$ cat src/rtl/difftest_step_pkg.sv
// Shared types, limits and the parameter width check for the difftest step scheduler.
`ifndef DIFFTEST_STEP_WIDTH_CHECK
`define DIFFTEST_STEP_WIDTH_CHECK(NR, IW, SW) \
  if ((NR) * ((1 << (IW)) - 1) > ((1 << (SW)) - 1)) begin : g_width_check \
    $error("difftest_step: NUM_REQ*(2^IN_W-1) exceeds 2^STEP_W-1"); \
  end
`endif

package difftest_step_pkg;

  typedef enum logic {
    RUN  = 1'b0,
    HALT = 1'b1
  } step_state_t;

  // Largest value representable in a step word of the given width.
  function automatic int unsigned step_max(input int unsigned step_w);
    return (32'd1 << step_w) - 32'd1;
  endfunction

endpackage

$ cat src/rtl/difftest_step_adder.sv
// Valid-masked reduction of the packed per-requester step increments.
module difftest_step_adder
  import difftest_step_pkg::*;
#(
  parameter int NUM_REQ = 2,
  parameter int IN_W    = 4,
  parameter int STEP_W  = 8
) (
  input  logic [NUM_REQ-1:0]      req_valid,
  input  logic [NUM_REQ*IN_W-1:0] req_step,
  output logic [STEP_W:0]         sum
);

  logic [STEP_W:0] sum_s;

  // Accumulate only the lanes whose valid bit is set.
  always_comb begin
    sum_s = '0;
    for (int i = 0; i < NUM_REQ; i++) begin
      if (req_valid[i]) begin
        sum_s = sum_s + (STEP_W+1)'(req_step[i*IN_W +: IN_W]);
      end else begin
        sum_s = sum_s;
      end
    end
  end

  assign sum = sum_s;

endmodule

$ cat src/rtl/difftest_step_scheduler.sv
// Batches per-cycle commit-step increments into one registered step word,
// flushing on threshold, timeout or drain, and freezing once a stop result arrives.
module difftest_step_scheduler
  import difftest_step_pkg::*;
#(
  parameter int NUM_REQ = 2,
  parameter int IN_W    = 4,
  parameter int STEP_W  = 8,
  parameter int THRESH  = 64,
  parameter int TIMEOUT = 256
) (
  input  logic                    clock,
  input  logic                    reset,
  input  logic [NUM_REQ-1:0]      req_valid,
  input  logic [NUM_REQ*IN_W-1:0] req_step,
  input  logic                    drain,
  input  logic [7:0]              simv_result,
  output logic [STEP_W-1:0]       step,
  output logic [STEP_W:0]         pending,
  output logic                    halted
);

  localparam int TIMER_W = (TIMEOUT < 2) ? 1 : $clog2(TIMEOUT);
  localparam logic [STEP_W:0]    STEP_MAX_EXT = (STEP_W+1)'(step_max(STEP_W));
  localparam logic [STEP_W:0]    THRESH_EXT   = (STEP_W+1)'(THRESH);
  localparam logic [TIMER_W-1:0] TIMER_LAST   = TIMER_W'(TIMEOUT - 1);

  `DIFFTEST_STEP_WIDTH_CHECK(NUM_REQ, IN_W, STEP_W)

  step_state_t        state_r, state_s;
  logic [STEP_W:0]    acc_r, acc_s;
  logic [TIMER_W-1:0] timer_r, timer_s;
  logic [STEP_W-1:0]  step_r, step_s;
  logic               halted_r;
  logic [STEP_W:0]    sum_s;
  logic [STEP_W:0]    next_s;
  logic [STEP_W:0]    emit_s;
  logic               flush_s;

  difftest_step_adder #(
    .NUM_REQ (NUM_REQ),
    .IN_W    (IN_W),
    .STEP_W  (STEP_W)
  ) u_adder (
    .req_valid (req_valid),
    .req_step  (req_step),
    .sum       (sum_s)
  );

  // Candidate accumulator value and flush decision for this cycle.
  always_comb begin
    next_s  = acc_r + sum_s;
    flush_s = (next_s >= THRESH_EXT)
           || ((timer_r == TIMER_LAST) && (next_s != '0))
           || (drain && (next_s != '0))
           || (next_s > STEP_MAX_EXT);
    if (next_s > STEP_MAX_EXT) begin
      emit_s = STEP_MAX_EXT;
    end else begin
      emit_s = next_s;
    end
  end

  // Next-state and datapath update; a stop result takes priority over any flush.
  always_comb begin
    state_s = state_r;
    acc_s   = acc_r;
    timer_s = timer_r;
    step_s  = '0;
    case (state_r)
      RUN: begin
        if (simv_result != 8'd0) begin
          state_s = HALT;
        end else if (flush_s) begin
          step_s  = emit_s[STEP_W-1:0];
          acc_s   = next_s - emit_s;
          timer_s = '0;
        end else begin
          acc_s = next_s;
          if (next_s != '0) begin
            timer_s = timer_r + TIMER_W'(1);
          end else begin
            timer_s = '0;
          end
        end
      end
      HALT: begin
        state_s = HALT;
      end
      default: begin
        state_s = HALT;
      end
    endcase
  end

  // State, accumulator, timer and output registers.
  always_ff @(posedge clock or posedge reset) begin
    if (reset) begin
      state_r  <= RUN;
      acc_r    <= '0;
      timer_r  <= '0;
      step_r   <= '0;
      halted_r <= 1'b0;
    end else begin
      state_r  <= state_s;
      acc_r    <= acc_s;
      timer_r  <= timer_s;
      step_r   <= step_s;
      halted_r <= (state_s == HALT);
    end
  end

  assign step    = step_r;
  assign pending = acc_r;
  assign halted  = halted_r;

endmodule

$ cat config.mk
export PLATFORM = sky130hd
export DESIGN_NAME = difftest_step_scheduler
export DESIGN_NICKNAME = d
export VERILOG_FILES = /design/src/rtl/difftest_step_pkg.sv /design/src/rtl/difftest_step_adder.sv /design/src/rtl/difftest_step_scheduler.sv
export SDC_FILE = /design/constraint.sdc
export NUM_CORES = 1
export LEC_CHECK = 0
export ABC_CLOCK_PERIOD_IN_PS = 7600
export CAP_MARGIN = 20
export CORE_MARGIN = 10
export CORE_UTILIZATION = 30
export CTS_BUF_LIST = sky130_fd_sc_hd__clkbuf_4
export DETAILED_ROUTE_END_ITERATION = 8
export PLACE_DENSITY = 0.59
export SYNTH_ARGS = -nofsm -noshare
export SYNTH_HDL_FRONTEND = slang
export SYNTH_SLANG_ARGS = --single-unit
export TNS_END_PERCENT = 20
$ cat constraint.sdc
create_clock -name clock -period 7.6 [get_ports clock]
set_input_delay 2.28 -clock clock [delete_from_list [all_inputs] [get_ports clock]]
set_output_delay 2.28 -clock clock [all_outputs]
set_load 0.05 [all_outputs]
==> flow_summary_export.csv <==
group,metric,value,unit
timing,slew_headroom,36.4,%
critical_path,crit_fanout,9,
critical_path,path_common_cell,"ha_1",
floorplanning,dieArea,0.0105,mm2
detailed_routing,viasPerCell,5.38,
clock_network,cts_setup_buffers,0,
floorplanning,core,0.00649,mm2
critical_path,cp_cell_sequence,"clkdlybuf4s50_1 -> and2_1 -> ha_1 -> inv_1 -> fa_1 -> o21ai_0 -> a21oi_1 -> nor2b_1 -> ha_1 -> o2111ai_1 -> a21oi_1 -> xor2_1 -> nand2b_1 -> ha_1 -> inv_1 -> nor3_1 -> a221o_1 -> o31ai_1",
logic_synthesis,ys_seq_area_share,31.9,%
min_path,min-delay-start,"timer_r[2]",
grt,antenna_found_initial,0,
timing,timing.final.crit_period,6310,ps
detailed_routing,wl_per_cell,15.4,um
logic_synthesis,synth_cell_types,58,
detailed_routing,ant_nets,0,
timing,fin_skew,15.7,ps
clock_network,cts_resized,0,
clock_network,cts_tree,"built",
clock_network,clock_latency,320,ps
place,globalplace.congestion,0.837,
detailed_routing,initialDrtViolationCount,191,
timing,rsz0062_at_grt,"no",
grt,first_global_vias,1842,
pwr,seq_power_share,54.7,%
detailed_routing,routed_wirelength,5.30,mm
critical_path,r2r_start,"pending[0]",
finish,utilization,38.8,%
pwr,intPower,182,uW
timing,max_freq,159,MHz
timing,tightest_slew,953,ps
status,status,"completed",
logic_synthesis,synth_edf_count,0,
critical_path,r2r_end,"pending[4]",
timing,fin_crit_sh,83.0,%
place,hpwlAfterDp,3.96,mm
timing,hold_viol_final,0,
pwr,finalPower,253,uW
clock_network,h-tree-depth,1,
min_path,min_path_cells,1,
floorplanning,die_w,102,um
min_path,min_path_type,"reg -> reg",
detailed_routing,vias,1850,
place,pre_cts_ws,1000,ps
logic_synthesis,synth.avg_cell_area,8.72,um2
logic_synthesis,yosys_warnings,0,
timing,worst_slack,1290,ps
pwr,p_sw,71.0,uW
logic_synthesis,synth_fp_nets,268,
pwr,power_density,100,mW/mm2
critical_path,r2r_cells,11,
grt,grt-ovfl-total,0,
critical_path,crit_slowest_cell,"xor2_1",
critical_path,crit_arrival,6530,ps
timing,setup_viol,0,
clock_network,cts_sinks,26,
pwr,ir_worst_vdd,0.0000435,V
logic_synthesis,synth.cell_area,0.00204,mm2
finish,area_growth,23.6,%
grt,grt_pass1_wl,9.11,mm
critical_path,cp.required,7820,ps
critical_path,worst-r2r-setup-slack,4420,ps
logic_synthesis,ys.flop_type,"dfrtp_1",
detailed_routing,dr.pass1.iters,4,
floorplanning,start_util,31.4,%
run,cap_viol_max_count,0,
logic_synthesis,ys_ff_latch,26,
logic_synthesis,syn_inst,234,
clock_network,path_clk_slew,150,ps
clock_network,cts_buffer_depth,2,
detailed_routing,drc,0,
logic_synthesis,async_reset_ff_share,100,%
finish,fin_nets,302,
pwr,swShare,28.0,%
clock_network,numCtsBuffers,3,
finish,fill_cells,640,
floorplanning,rows,29,
floorplanning,pin_count,39,
finish,drive_gt1_share,5.99,%
timing,slew_viol_final,0,
timing,fin_tns_setup,0,ps
finish,n_antenna_cell,0,
floorplanning,dieHeight,102,um
critical_path,start_kind,"primary input",
min_path,hold_end,"timer_r[2]",
pwr,leakage,1.00,nW
grt,grt_start_max_net_pins,33,
pwr,combPwrFrac,21.7,%
clock_network,hold_buffers,0,
clock_network,cts-root-buf,"clkbuf_4",
critical_path,path_class,"in -> reg",
critical_path,cpPeakStageDelay,540,ps
place,numPortBuffers,38,
critical_path,endpoint_kind,"flop",
grt,grt_usage,10.4,%
pwr,clkPwrFrac,23.6,%
-- synth_stat cells (2+ instances only) --
| cell | number | share of area (%) |
|---|---|---|
| buf_2 | 3 | 0.74 |
| nor4_1 | 4 | 1.2 |
| xnor2_1 | 4 | 1.7 |
| a211oi_1 | 4 | 1.5 |
| and2_1 | 3 | 0.92 |
| o211ai_1 | 2 | 0.74 |
| nand2_1 | 21 | 3.9 |
| inv_1 | 11 | 2.0 |
| o22ai_1 | 2 | 0.61 |
| ha_1 | 11 | 6.7 |
| nor2b_1 | 3 | 0.92 |
| nand3_1 | 9 | 2.2 |
| o21a_1 | 3 | 1.1 |
| and3_1 | 3 | 0.92 |
| o31ai_1 | 3 | 1.1 |
| a221o_1 | 2 | 0.98 |
| nor3_1 | 8 | 2.0 |
| nor3b_1 | 4 | 1.5 |
| dfrtp_1 | 26 | 32 |
| a211oi_2 | 2 | 1.2 |
| nand2b_1 | 5 | 1.5 |
| mux2i_1 | 4 | 2.0 |
| a21oi_1 | 11 | 2.7 |
| o21ai_0 | 6 | 1.5 |
| and4b_1 | 2 | 0.98 |
| a31oi_1 | 9 | 2.8 |
| nand4_1 | 4 | 1.2 |
| fa_1 | 2 | 2.0 |
| xor2_1 | 5 | 2.1 |
| nor2_1 | 20 | 3.7 |
| o21ai_1 | 6 | 1.5 |
| clkbuf_1 | 6 | 1.1 |
-- cells by family (layout without fill, tap and decap cells) --
family,after synthesis,in the layout,share of synthesized area (%)
simple gates,98,98,26.9
mux,5,5,2.51
buf+inv,22,55,4.78
xor+xnor,9,9,3.86
flops,26,26,31.9
fa+ha+maj,13,13,8.71
compound gates,61,61,21.3
-- worst max-delay path, delay by kind of cell --
family / cells / cell delay, ps
AO/OA/AOI/OAI: 6 / 1300
adder cells (fa/ha/maj): 4 / 1230
buffers and inverters: 3 / 690
XOR/XNOR: 1 / 540
AND/OR/NAND/NOR: 4 / 480
-- how the worst max path moves through the flow --
stage	from	to	slack [ps]	cells after the start
3_3_place_gp	req_valid[0]	pending[4]	1030	18
5_1_grt	req_valid[0]	pending[4]	940	18
3_5_place_dp	req_valid[0]	pending[4]	1000	18
2_1_floorplan	req_step[0]	pending[4]	2120	17
6_report	req_valid[0]	pending[4]	1290	18
4_1_cts	req_valid[0]	pending[4]	1300	18
-- power by group through the flow --
stage	Clock, mW	Combinational (mW)	Sequential, mW
finish	0.0598	0.0551	0.139
CTS	0.0643	0.0536	0.139
global route	0.0681	0.0614	0.139
global placement	0	0.0530	0.141
floorplan	0	0.0338	0.141
detailed placement	0	0.0530	0.141
-- metal layers --
| metal | vias to the layer above | GRT usage (%) | wire length [um] |
|---|---|---|---|
| met1 | 875 | 14.3 | 2520 |
| met3 | 2 | 2.36 | 378 |
| met5 | - | 0 | 0 |
| met4 | 0 | 2.17 | 20 |
| met2 | 47 | 16.1 | 2390 |
| li1 | 926 | - | - |
-- metrics by stage --
| step | std cells | cell area [um2] | hold slack (ps) |
|---|---|---|---|
| 3_3_place_gp | 339 | 2470 | 496 |
| 3_5_place_dp | 339 | 2470 | 491 |
| 6_report | 344 | 2520 | 512 |
| 5_1_grt | 344 | 2520 | 537 |
| 2_1_floorplan | 234 | 2040 | 464 |
| 4_1_cts | 343 | 2490 | 516 |
-- state kept, by name, summed over array words and instances, names as in the netlist --
| register | flops |
|---|---|
| timer_r | 8 |
| step | 8 |
| pending | 9 |
| halted | 1 |
-- placed cells by master (no fill, tap or decap), types with 3 or more instances in the layout --
master	Yosys	routed
a21oi_1	11	11
and3_1	3	3
a211oi_1	4	4
nand2b_1	5	5
clkbuf_4	0	3
nor3b_1	4	4
nand4_1	4	4
xnor2_1	4	4
o21ai_1	6	6
nand2_1	21	21
mux2i_1	4	4
o21a_1	3	3
nor2b_1	3	3
o21ai_0	6	6
nor3_1	8	8
o31ai_1	3	3
nor4_1	4	4
a31oi_1	9	9
and2_1	3	3
xor2_1	5	5
clkdlybuf4s50_1	0	38
inv_1	11	11
dfrtp_1	26	26
nand3_1	9	9
nor2_1	20	20
ha_1	11	11
-- layout make-up --
type / count / area, um2 / share of cell area (%)
flip-flops and latches: 26 / 651 / 25.8
clock inverters: 1 / 3.75 / 0.149
repair buffers: 40 / 415 / 16.5
well taps: 77 / 96.3 / 3.82
multi-input cells: 186 / 1290 / 51.2
clock buffers: 3 / 22.5 / 0.893
inverters: 11 / 41.3 / 1.64
(Power assumes the default switching activity.)
